File: config.mk
export PLATFORM = sky130hd
export DESIGN_NAME = serial_adder
export DESIGN_NICKNAME = d
export VERILOG_FILES = /design/src/rtl/serial_adder_pkg.sv /design/src/rtl/serial_adder_full_adder.sv /design/src/rtl/serial_adder.sv
export SDC_FILE = /design/constraint.sdc
export NUM_CORES = 1
export LEC_CHECK = 0
export ABC_AREA = 1
export BUFFER_PORTS_ARGS = -buffer_cell sky130_fd_sc_hd__buf_2
export CORE_MARGIN = 2
export CORE_UTILIZATION = 35
export CTS_CLUSTER_SIZE = 30
export DETAILED_ROUTE_END_ITERATION = 7
export GPL_TIMING_DRIVEN = 0
export MAX_ROUTING_LAYER = met4
export PLACE_DENSITY = 0.65
export SLEW_MARGIN = 0
export SYNTH_ARGS = -nofsm -noshare
export SYNTH_HDL_FRONTEND = slang
export SYNTH_SLANG_ARGS = --single-unit
File: constraint.sdc
create_clock -name i_clk -period 3.1 [get_ports i_clk]
set_input_delay 0.775 -clock i_clk [delete_from_list [all_inputs] [get_ports i_clk]]
set_output_delay 0.775 -clock i_clk [all_outputs]
set_load 0.02 [all_outputs]
File: src/rtl/serial_adder_pkg.sv
// serial_adder shared types and defaults.
// Imported by the serial adder top and its full-adder cell.
package serial_adder_pkg;

    localparam int DEFAULT_WIDTH = 8;

    typedef enum logic {
        IDLE  = 1'b0,
        SHIFT = 1'b1
    } state_e;

endpackage

File: src/rtl/serial_adder_full_adder.sv
// full_adder: one-bit full adder cell.
// The only arithmetic in the serial adder datapath.
module full_adder (
    input  logic i_a,
    input  logic i_b,
    input  logic i_cin,
    output logic o_sum,
    output logic o_carry
);

    // sum and majority carry of the three inputs
    always_comb begin
        o_sum   = i_a ^ i_b ^ i_cin;
        o_carry = (i_a & i_b) | (i_a & i_cin) | (i_b & i_cin);
    end

endmodule

File: src/rtl/serial_adder.sv
// serial_adder: LSB-first bit-serial adder, one bit per clock.
// Registered carry around a single full_adder cell.
module serial_adder
    import serial_adder_pkg::*;
#(
    parameter int WIDTH = DEFAULT_WIDTH
) (
    input  logic             i_clk,
    input  logic             i_rst_n,
    input  logic             i_start,
    input  logic [WIDTH-1:0] i_a,
    input  logic [WIDTH-1:0] i_b,
    input  logic             i_cin,
    output logic             o_busy,
    output logic             o_done,
    output logic [WIDTH-1:0] o_sum,
    output logic             o_cout
);

    localparam int CW = (WIDTH > 1) ? $clog2(WIDTH) : 1;
    localparam logic [CW-1:0] LAST = CW'(WIDTH - 1);

    state_e           state_q, state_d;
    logic [WIDTH-1:0] sa_q, sa_d;
    logic [WIDTH-1:0] sb_q, sb_d;
    logic [WIDTH-2:0] acc_q, acc_d;
    logic             c_q, c_d;
    logic [CW-1:0]    cnt_q, cnt_d;
    logic             busy_q, busy_d;
    logic             done_q, done_d;
    logic [WIDTH-1:0] sum_q, sum_d;
    logic             cout_q, cout_d;

    logic             fa_s;
    logic             fa_c;
    logic [WIDTH-1:0] acc_ext;

    full_adder u_fa (
        .i_a     (sa_q[0]),
        .i_b     (sb_q[0]),
        .i_cin   (c_q),
        .o_sum   (fa_s),
        .o_carry (fa_c)
    );

    // new sum bit enters at the top; the low bit drops off
    assign acc_ext = {fa_s, acc_q};

    // next-state, shift and completion logic
    always_comb begin
        state_d = state_q;
        sa_d    = sa_q;
        sb_d    = sb_q;
        acc_d   = acc_q;
        c_d     = c_q;
        cnt_d   = cnt_q;
        busy_d  = busy_q;
        done_d  = 1'b0;
        sum_d   = sum_q;
        cout_d  = cout_q;
        unique case (state_q)
            IDLE: begin
                if (i_start) begin
                    sa_d    = i_a;
                    sb_d    = i_b;
                    c_d     = i_cin;
                    cnt_d   = '0;
                    busy_d  = 1'b1;
                    state_d = SHIFT;
                end
            end
            SHIFT: begin
                sa_d  = sa_q >> 1;
                sb_d  = sb_q >> 1;
                acc_d = acc_ext[WIDTH-1:1];
                c_d   = fa_c;
                cnt_d = cnt_q + 1'b1;
                if (cnt_q == LAST) begin
                    sum_d   = acc_ext;
                    cout_d  = fa_c;
                    done_d  = 1'b1;
                    busy_d  = 1'b0;
                    state_d = IDLE;
                end
            end
            default: state_d = IDLE;
        endcase
    end

    // all state registers, cleared asynchronously
    always_ff @(posedge i_clk or negedge i_rst_n) begin
        if (!i_rst_n) begin
            state_q <= IDLE;
            sa_q    <= '0;
            sb_q    <= '0;
            acc_q   <= '0;
            c_q     <= 1'b0;
            cnt_q   <= '0;
            busy_q  <= 1'b0;
            done_q  <= 1'b0;
            sum_q   <= '0;
            cout_q  <= 1'b0;
        end else begin
            state_q <= state_d;
            sa_q    <= sa_d;
            sb_q    <= sb_d;
            acc_q   <= acc_d;
            c_q     <= c_d;
            cnt_q   <= cnt_d;
            busy_q  <= busy_d;
            done_q  <= done_d;
            sum_q   <= sum_d;
            cout_q  <= cout_d;
        end
    end

    assign o_busy = busy_q;
    assign o_done = done_q;
    assign o_sum  = sum_q;
    assign o_cout = cout_q;

endmodule

Word level (Yosys, flattened, before mapping)
Cells that the tools add are included.
{"block": "totals", "out_inout_bits": 11, "elab_cells": 40, "input_bits": 20, "reg_bits": 39}
{"block": "op_classes", "addsub": 1, "mux": 16, "reduce_logical": 2, "eq_ne": 3, "bitwise": 8}
{"op": "case mux 8 bit (2 select lines)", "n": 2}
{"op": "two-way mux 8 bit", "n": 2}
{"op": "two-way mux 1 bit", "n": 7}
{"op": "case mux 1 bit (2 select lines)", "n": 3}
{"op": "case mux 3 bit (2 select lines)", "n": 1}
{"op": "AND reduction 2 bit", "n": 2}
{"op": "adder 3 x 1 -> 3 bit, second input constant", "n": 1}
{"op": "AND 1 bit", "n": 3}
{"op": "equality test 3 bit, second input constant", "n": 1}
{"op": "two-way mux 3 bit", "n": 1}
{"op": "!= test 2 x 1 -> 1 bit, second input constant", "n": 1}
{"op": "!= test 2 bit, second input constant", "n": 1}
{"op": "bitwise OR 1 bit", "n": 2}
{"op": "XOR 1 bit", "n": 2}
{"op": "NOT 1 bit", "n": 1}

Logic depth before layout (Yosys ltp)
Gate-level depths: netlist of run 1.
{"block": "logic_depth", "word_depth": 4, "depth_mapped": 6, "depth_no_buf": 6}

Modules after synthesis
From an unflattened synthesis of run 1, not the netlist that was laid out.
{"block": "hier_totals", "cells_unflattened": 177, "area_unflattened_um2": 1691.6}
{"mod": "serial_adder", "area_each_um2": 1671.6, "cells_per_inst": 176, "seq_area_each_um2": 975.9, "instances": 1}
{"mod": "full_adder", "area_each_um2": 20.0, "cells_per_inst": 1, "seq_area_each_um2": 0.0, "instances": 1}

Worst setup path before layout of run 1
No wires, ideal clock.
{"block": "synth_timing", "path_type": "input to register", "from": "input i_start", "to": "register c_q", "cell_stages": 4, "n_path_buf": 2, "t_required_ns": 2.976, "slack_ns": 1.784, "arrival_time_ns": 1.192, "setup_time_ns": 0.124, "cell_sequence": "buf_6 > buf_2 > nand3_1 > nand3_1"}
{"block": "synth_via", "elab_chain_cells": 1}
{"element": "start, declared", "line_no": "serial_adder.sv:10", "source": "input logic i_start,"}
{"element": "!= test 2 bit (no source line)"}
{"element": "end signal, assigned", "line_no": "serial_adder.sv:97", "source": "c_q <= 1'b0;"}
{"element": "end signal, assigned", "line_no": "serial_adder.sv:108", "source": "c_q <= c_d;"}
{"element": "end, declared", "line_no": "serial_adder.sv:27", "source": "logic c_q, c_d;"}
No other way between the ends.
A chain may end at the register's enable or synchronous reset.

Worst setup path after layout of run 1
{"block": "layout_timing", "from": "register cout_q (netlist: o_cout)", "to": "output o_cout"}
{"element": "start, declared", "line_no": "serial_adder.sv:32", "source": "logic cout_q, cout_d;"}
{"element": "start signal, assigned", "line_no": "serial_adder.sv:113", "source": "cout_q <= cout_d;"}
{"element": "end, declared", "line_no": "serial_adder.sv:17", "source": "output logic o_cout"}
No word-level cell between the ends.

==> results.yml, run 1 <==
floorplan:
  coreArea_mm2: 0.00469
  std_cell_rows: 25
  fp.dieW_um: 73.5
  ios: 31
  dieHeight_um: 73.5
  dieArea_mm2: 0.00541
  initial_utilization: 0.361
critical_path:
  path_cells: "buf_2"
  end_kind: "output port"
  cp_num_buf_inv: 1
  critPathArrivalTime_ns: 0.83
  critical_path_class: "reg2out"
  cp_slowest_stage_delay_ns: 0.38
  crit_path_start_kind: "register"
  crit_family: "flip-flops"
  cp_slowest_cell: "dfrtp_1"
  crit_required_ns: 2.32
  crit_fanout: 2
route:
  top_layer: "met4"
  dr_wl_met3_um: 163
  dr_total_vias: 1255
  drc: 0
  dr.pass1.iters: 4
  avgViaCountPerCell: 4.68
  drt-initial-drc-count: 82
  wl_um: 3100
  route.met2.wl_um: 1430
  wire_per_inst_um: 11.6
  drt-met1-wl_um: 1440
  drt.antenna.violating_nets: 0
placed_design:
  hpwl_um: 2190
  pre_cts_slack_ns: 1.58
  numPortBuffers: 29
  finalWeightedCongestion: 0.732
clock_tree:
  post_cts_buffers: 0
  clock_path_buffers: 2
  cts_sinks: 39
  cts_resized: 0
  htree_num_levels: 2
  cts_tree: "built"
  cts_root_buf: "clkbuf_8"
  clkTransAtPathRegs_ns: 0.08
  postCtsHoldBufs: 0
  clock_latency_ns: 0.29
  cts_buffers: 5
power_and_ir_drop:
  pwr_density_cell_mw_per_mm2: 990
  comb_power_share: 0.353
  seqPwrFrac: 0.402
  power_switching_uw: 705
  power_uw: 2020
  power_frac_clock: 0.244
  ir_drop_mv: 0.347
  p_int_uw: 1310
  p_sw_frac: 0.349
  leakage_uw: 0.00106
synthesis:
  synth_edf_count: 0
  synth.top_cells.by_area: "dfrtp_1, nand2_1, nand3_1"
  syn_nets: 201
  synth_ff_type: "dfrtp_1"
  avgSynthCellArea_um2: 9.56
  async_flop_share: 1.00
  synth-seq-cells: 39
  ys_types: 15
  yosysSeqAreaShare: 0.576
  syn_inst: 177
  synth_most_common_cell: "nand2_1"
  syn_area_mm2: 0.00169
  yosysTopAreaCell: "dfrtp_1"
  yosysWarnings: 0
  ys_top_cells_by_count: "nand2_1, dfrtp_1, nand3_1, inv_1, o21ai_0"
  synth_top_area_share: 0.576
sta:
  setup_viol: 0
  tightest_slew_ns: 0.860
  finalHoldViolations: 0
  finClkSkew_ns: 0.00740
  slew_headroom: 0.427
  setup_slack_ns: 1.49
  slew_violations: 0
  rsz0062_at_grt: "false"
  fin_crit_ns: 1.61
  period_share: 0.519
  fmax_mhz: 622
  tns_ns: 0
global_routing:
  grt_pass1_vias: 1191
  grt_pass1_wl_um: 5520
  antenna_found_initial: 0
  overflow: 0
  grt_usage: 0.138
  grt_max_degree: 40
layout:
  area_delta_synth_final_pct: 20.4
  drive_gt1_frac: 0.262
  finalNetCount: 237
  n_antenna_cell: 0
worst_hold_path:
  worst_hold_path_type: "reg2reg"
job:
  maxCapViolCount: 0
outcome:
  status: "finished, final reports clean"
==> state kept, by name, summed over array words and instances (netlist names) <==
register  cells
acc_q         7
c_q           1
cnt_q         3
o_busy        1
o_cout        1
o_done        1
o_sum         8
sa_q          8
sb_q          8
state_q       1
==> metal layers <==
layer / global-route usage / up-vias
met5: - / -
met2: 0.210 / 35
met1: 0.173 / 576
met4: 0.0545 / 0
met3: 0.0412 / 7
li1: - / 637
==> power by group through the flow <==
| stage | logic [uW] | clock network (uW) | registers, uW |
|---|---|---|---|
| after floorplan | 466 | 0 | 883 |
| after global placement | 707 | 0 | 817 |
| after detailed placement | 727 | 0 | 823 |
| after CTS | 730 | 508 | 814 |
| after global routing | 811 | 529 | 840 |
| final | 713 | 493 | 812 |
==> final timing paths <==
| kind | start | to | slack [ns] | cells after the start |
|---|---|---|---|---|
| min reg2reg | sa_q[7] | sa_q[7] | 0.47 | 2 |
| min in group asynchronous | i_rst_n | o_done | 0.59 | 1 |
| max reg2reg | cnt_q[0] | o_sum[1] | 1.78 | 6 |
| min | sa_q[7] | sa_q[7] | 0.47 | 2 |
| max | o_cout | o_cout | 1.49 | 1 |
| max in group asynchronous | i_rst_n | sb_q[4] | 1.97 | 1 |
==> area by class of cell <==
type                    count  area, um^2
fillers                   485        2650
flip-flops and latches     39         976
multi-input cells         118         589
repair buffers             29         145
plain buffers              10        87.6
clock buffers               6        72.6
well taps                  54        67.6
clock inverters             2        60.1
inverters                  10        40.0
==> worst reg2reg max path: stages, from the launching register on <==
cell     delay (ns)
dfrtp_1        0.39
ha_1           0.23
ha_1           0.22
nand2_4        0.12
buf_6          0.16
nand2_1        0.07
o21ai_2        0.05
==> stage by stage <==
stage	util	hold WS, ns	instance area (um^2)	cells
6_report	0.434	0.475	2040	268
5_1_grt	0.434	0.501	2040	268
4_1_cts	0.434	0.478	2040	268
3_5_place_dp	0.406	0.462	1910	260
3_3_place_gp	0.406	0.457	1910	260
2_1_floorplan	-	0.442	1690	177
==> cell usage in the layout (no fill, tap or decap), drive strengths merged <==
cell / Yosys / final
nand2: 64 / 64
fa: 1 / 1
o21ai: 15 / 15
bufinv: 0 / 2
clkbuf: 0 / 6
a21boi: 1 / 1
nor2: 2 / 2
inv: 10 / 10
ha: 3 / 3
nand3: 32 / 32
buf: 10 / 39
dfrtp: 39 / 39
==> kinds of logic (layout without fill, tap and decap cells) <==
logic type / count (synthesis) / in the layout / synth area share
flops: 39 / 39 / 0.576
simple gates: 98 / 98 / 0.250
compound gates: 16 / 16 / 0.0643
buf+inv: 20 / 57 / 0.0754
fa+ha+maj: 4 / 4 / 0.0340
No activity file was read; power rests on OpenSTA's default activity.
==> run 2, diff against run 1 <==
- ABC_AREA: 1 -> 0
- PLACE_DENSITY: 0.65 -> 0.67
- clock period: 3.1 -> 1.35 ns (I/O delays scaled with it)
==> results.yml, run 2 <==
outcome:
  status: "finished, final reports clean"
route:
  drc: 0
  wl_um: 3060
  drt.antenna.violating_nets: 0
  dr.pass1.iters: 4
  wire_per_inst_um: 13.2
  avgViaCountPerCell: 4.70
  drt-initial-drc-count: 25
  dr_total_vias: 1090
sta:
  finClkSkew_ns: 0.00804
  tightest_slew_ns: 0.852
  rsz0062_at_grt: "true"
  fmax_mhz: 750
  fin_crit_ns: 1.33
  slew_headroom: 0.432
  setup_viol: 0
  hold_ws_ns: 0.152
  slew_violations: 0
  tns_ns: 0
  finalHoldViolations: 0
  period_share: 0.988
floorplan:
  fp.dieW_um: 73.9
  coreArea_mm2: 0.00472
  dieArea_mm2: 0.00547
  initial_utilization: 0.362
  ios: 31
  dieHeight_um: 73.9
  std_cell_rows: 25
worst_hold_path:
  worst_hold_path_type: "in2async"
layout:
  utilization: 0.439
  area_delta_synth_final_pct: 21.1
  mostFrequentLayoutCell: "dfrtp_1"
  drive_gt1_frac: 0.394
  finalNetCount: 188
  final_cell_mix: "dfrtp_1, buf_2, mux2i_1, nand2_1, mux2_4"
  n_antenna_cell: 0
synthesis:
  synthAdderAreaFrac: 0.0336
  synth_compound_area_frac: 0.0607
  yosysTopAreaCell: "dfrtp_1"
  syn_inst: 125
  avgSynthCellArea_um2: 13.7
  synth_edf_count: 0
  async_flop_share: 1.00
  synth_top_family_by_area: "multiplexers"
  syn_nets: 149
  synth-seq-cells: 39
  synth_top_area_share: 0.570
  synthSimpleGateAreaFrac: 0.0534
  yosysSeqAreaShare: 0.570
  ys_top_cells_by_count: "dfrtp_1, mux2i_1, nand2_1, mux2_4, o21ai_0"
  ys_types: 19
  synthMuxAreaShare: 0.238
  synth_xor_area_frac: 0
  syn_area_mm2: 0.00171
  synth_most_common_cell: "dfrtp_1"
  synth.top_cells.by_area: "dfrtp_1, mux2_4, mux2i_1"
  synth_ff_type: "dfrtp_1"
  yosysWarnings: 0
critical_path:
  reg2reg_slack_ns: 0.02
  r2r_start: "cnt_q[1]"
  critical_path_class: "reg2reg"
  crit_required_ns: 1.52
  critPathArrivalTime_ns: 1.50
  rr_worst_depth: 4
  worst_r2r_endpoint: "o_sum[6]"
  crit_path_start_kind: "register"
  crit_path_start: "cnt_q[1]"
  crit_end: "o_sum[6]"
  crit_fanout: 5
  end_kind: "register"
power_and_ir_drop:
  power_frac_clock: 0.165
  pwr_density_cell_mw_per_mm2: 2190
  seqPwrFrac: 0.430
  p_sw_frac: 0.342
  leakage_uw: 0.00105
  p_int_uw: 2980
  power_switching_uw: 1550
  comb_power_share: 0.405
  ir_drop_mv: 0.858
clock_tree:
  cts_root_buf: "clkbuf_8"
  clock_path_buffers: 2
  postCtsHoldBufs: 0
  cts_sinks: 39
  cts_tree: "built"
  clock_latency_ns: 0.29
  cts_buffers: 5
  clkTransAtPathRegs_ns: 0.08
  htree_num_levels: 2
job:
  maxCapViolCount: 0
global_routing:
  overflow: 0
  grt_max_degree: 40
  antenna_found_initial: 0
  grt_usage: 0.136
  grt_pass1_vias: 1106
  grt_pass1_wl_um: 5410
placed_design:
  hpwl_um: 2100
  numPortBuffers: 29
  finalWeightedCongestion: 0.786
run 2: worst min-delay path by stage:
stage                     slack [ns]        to  cells after the start
after floorplan                 0.04  acc_q[0]                      0
after global placement          0.47  o_sum[4]                      1
final                           0.15  o_sum[3]                      1
after global routing            0.22  o_sum[3]                      1
after detailed placement        0.48   sb_q[2]                      2
after CTS                       0.18  o_sum[3]                      1
run 2: final cells by class:
cell class | instances | area [um^2]
plain buffers | 7 | 68.8
clock buffers | 7 | 76.3
clock inverters | 1 | 5.00
fillers | 458 | 2650
inverters | 2 | 7.51
multi-input cells | 78 | 694
flip-flops and latches | 39 | 976
well taps | 67 | 83.8
repair buffers | 31 | 160
run 2: worst max-delay path, cell delays in order, from the launching register on:
cell and delay (ns):
dfrtp_1 0.39, ha_2 0.22, ha_4 0.21, nand2_8 0.10, mux2_4 0.30
run 2: repair_timing:
item	CTS	global route
setup buffers	0	2
gates resized for setup	2	1
gates cloned	1	0
pin swaps	1	1
setup endpoints to repair	9	9
run 2: per-stage QoR:
step / worst slack (ns) / total power (uW) / area, um^2 / instances
2_1_floorplan: 0.0263 / 3240 / 1710 / 125
3_3_place_gp: -0.0155 / 3620 / 1940 / 221
3_5_place_dp: -0.0506 / 3710 / 1940 / 221
4_1_cts: 0.00631 / 4520 / 2050 / 230
5_1_grt: -0.0281 / 4870 / 2070 / 232
6_report: 0.0166 / 4530 / 2070 / 232
run 2: power by group through the flow:
stage / clock network, uW / logic (uW) / registers [uW]
6_report: 745 / 1830 / 1950
3_5_place_dp: 0 / 1740 / 1970
5_1_grt: 824 / 2030 / 2020
4_1_cts: 768 / 1790 / 1960
2_1_floorplan: 0 / 1170 / 2070
3_3_place_gp: 0 / 1680 / 1940
run 2: logic make-up after synthesis:
logic type	Yosys count
muxes	34
adders and majority gates	4
AOI/OAI and AO/OA	19
DFF	39
buffers and inverters	9
and+or+nand+nor	20
run 2: layer usage:
layer,share of wire,GRT usage,up-vias
met3,0.054,0.0366,4
met5,0,-,-
li1,-,-,509
met1,0.46,0.181,543
met4,0.013,0.0545,0
met2,0.48,0.196,34
==> run 3, diff against run 2 <==
- PLACE_DENSITY: 0.67 -> 0.65
- clock period: 1.35 -> 1.3 ns (I/O delays scaled with it)
==> results.yml, run 3 (synthesis results as in run 2) <==
outcome:
  status: "finished with violations"
  failed_checks: "setup timing"
power_and_ir_drop:
  seqPwrFrac: 0.422
  power_switching_uw: 1630
  leakage_uw: 0.00107
  power_frac_clock: 0.164
  comb_power_share: 0.414
  p_int_uw: 3160
  pwr_density_cell_mw_per_mm2: 2290
  p_sw_frac: 0.341
  ir_drop_mv: 0.810
critical_path:
  critPathArrivalTime_ns: 1.49
  crit_path_start: "cnt_q[0]"
  crit_family: "adder cells"
  cp_slowest_stage_delay_ns: 0.39
  end_kind: "register"
  crit_required_ns: 1.48
  crit_fanout: 5
  crit_path_start_kind: "register"
  cp_slowest_cell: "dfrtp_1"
  critical_path_class: "reg2reg"
  path_cells: "ha_2 > ha_4 > nand2_4 > mux2_4"
  r2r_start: "cnt_q[0]"
  cp_num_buf_inv: 0
placed_design:
  finalWeightedCongestion: 0.719
  numPortBuffers: 29
  pre_cts_slack_ns: -0.0315
  hpwl_um: 2190
  placed_area_mm2: 0.00196
layout:
  fill_cells: 439
  finalNetCount: 191
  area_delta_synth_final_pct: 22.1
  n_antenna_cell: 0
  final_area_mm2: 0.00209
  multi_input_area_um2: 689
  final-seq-area_um2: 976
  mostFrequentLayoutCell: "dfrtp_1"
  drive_gt1_frac: 0.405
  final_cell_mix: "dfrtp_1, buf_2, mux2i_1, nand2_1, mux2_4"
clock_tree:
  cts_tree: "built"
  clkTransAtPathRegs_ns: 0.07
  cts_buffers: 5
  cts_sinks: 39
  clock_latency_ns: 0.29
  htree_num_levels: 2
  cts_root_buf: "clkbuf_8"
  clock_path_buffers: 2
sta:
  period_share: 1.01
  setup_viol: 6
  slew_headroom: 0.426
  fmax_mhz: 762
  finClkSkew_ns: 0.00255
  tightest_slew_ns: 0.861
  setup_slack_ns: -0.0121
  finalHoldViolations: 0
  fin_crit_ns: 1.31
  slew_violations: 0
  rsz0062_at_grt: "true"
route:
  dr_total_vias: 1080
  avgViaCountPerCell: 4.60
  drt-met1-wl_um: 1470
  wl_um: 3190
  top_layer: "met4"
  drt.antenna.violating_nets: 0
  dr_wl_met3_um: 144
  wire_per_inst_um: 13.6
  drt-initial-drc-count: 20
  dr.pass1.iters: 4
  route.met2.wl_um: 1510
  drc: 0
global_routing:
  grt_max_degree: 40
  grt_pass1_wl_um: 5490
  grt_usage: 0.139
  overflow: 0
  antenna_found_initial: 0
  grt_pass1_vias: 1161
floorplan:
  fp.dieW_um: 73.9
  std_cell_rows: 25
  ios: 31
  coreArea_mm2: 0.00472
  dieArea_mm2: 0.00547
  initial_utilization: 0.362
  dieHeight_um: 73.9
job:
  maxCapViolCount: 0
worst_hold_path:
  worst_hold_path_type: "in2async"
==> run 3: cell types whose count changed in the layout (fill, tap and decap cells not counted), sizes merged <==
cell | before | now
buf | 37 | 40
==> run 3: timing repair <==
action / CTS / global route
pin swaps: 4 / 2
cloned: 1 / 0
setup buffers: 4 / 1
gates resized for setup: 1 / 0
endpoints found under the hold margin: 0 / 0
endpoints found under the setup margin: 10 / 10
hold buffers: 0 / 0
==> run 3: power by group through the flow <==
stage,combinational (uW),clock [uW],sequential [uW]
final,1980,785,2020
after global routing,2190,859,2090
after CTS,1990,806,2030
after detailed placement,1840,0,2050
after global placement,1770,0,2030
after floorplan,1230,0,2160
==> run 3: worst reg2reg max path: stages, from the launching register on <==
cell     delay [ns]
dfrtp_1        0.39
ha_2           0.20
ha_4           0.20
nand2_4        0.11
mux2_4         0.30
==> run 3: per-layer routing <==
metal / up-vias / track usage
li1: 514 / -
met1: 530 / 0.168
met2: 29 / 0.221
met3: 7 / 0.0393
met4: 0 / 0.0545
met5: - / -
==> run 3: final cells by class <==
class	instances	area share
buffer	7	0.0329
clock buffer	7	0.0365
clock inverter	1	0.00240
inverter	2	0.00359
multi-input combinational	78	0.330
sequential	39	0.467
tap	67	0.0401
timing repair buffer	34	0.0874
==> run 3: per-stage QoR <==
| step | hold WS (ns) | TNS (ns) | utilization | instances | total power [uW] |
|---|---|---|---|---|---|
| floorplan | 0.0294 | 0 | - | 125 | 3390 |
| global placement | 0.462 | -0.0146 | 0.414 | 221 | 3790 |
| detailed placement | 0.474 | -0.227 | 0.414 | 221 | 3900 |
| CTS | 0.173 | -0.104 | 0.441 | 234 | 4820 |
| global route | 0.231 | -0.435 | 0.442 | 235 | 5140 |
| finish | 0.141 | -0.0452 | 0.442 | 235 | 4790 |
==> run 3: final timing paths <==
path / to / slack [ns] / cells past startpoint
worst max register to register: o_sum[2] / -0.01 / 4
worst max-delay path: o_sum[2] / -0.01 / 4
max in group asynchronous: o_busy / 0.62 / 1
worst min-delay path: o_sum[4] / 0.14 / 1
min in group i_clk: sa_q[7] / 0.29 / 3
worst min register to register: sa_q[4] / 0.49 / 2
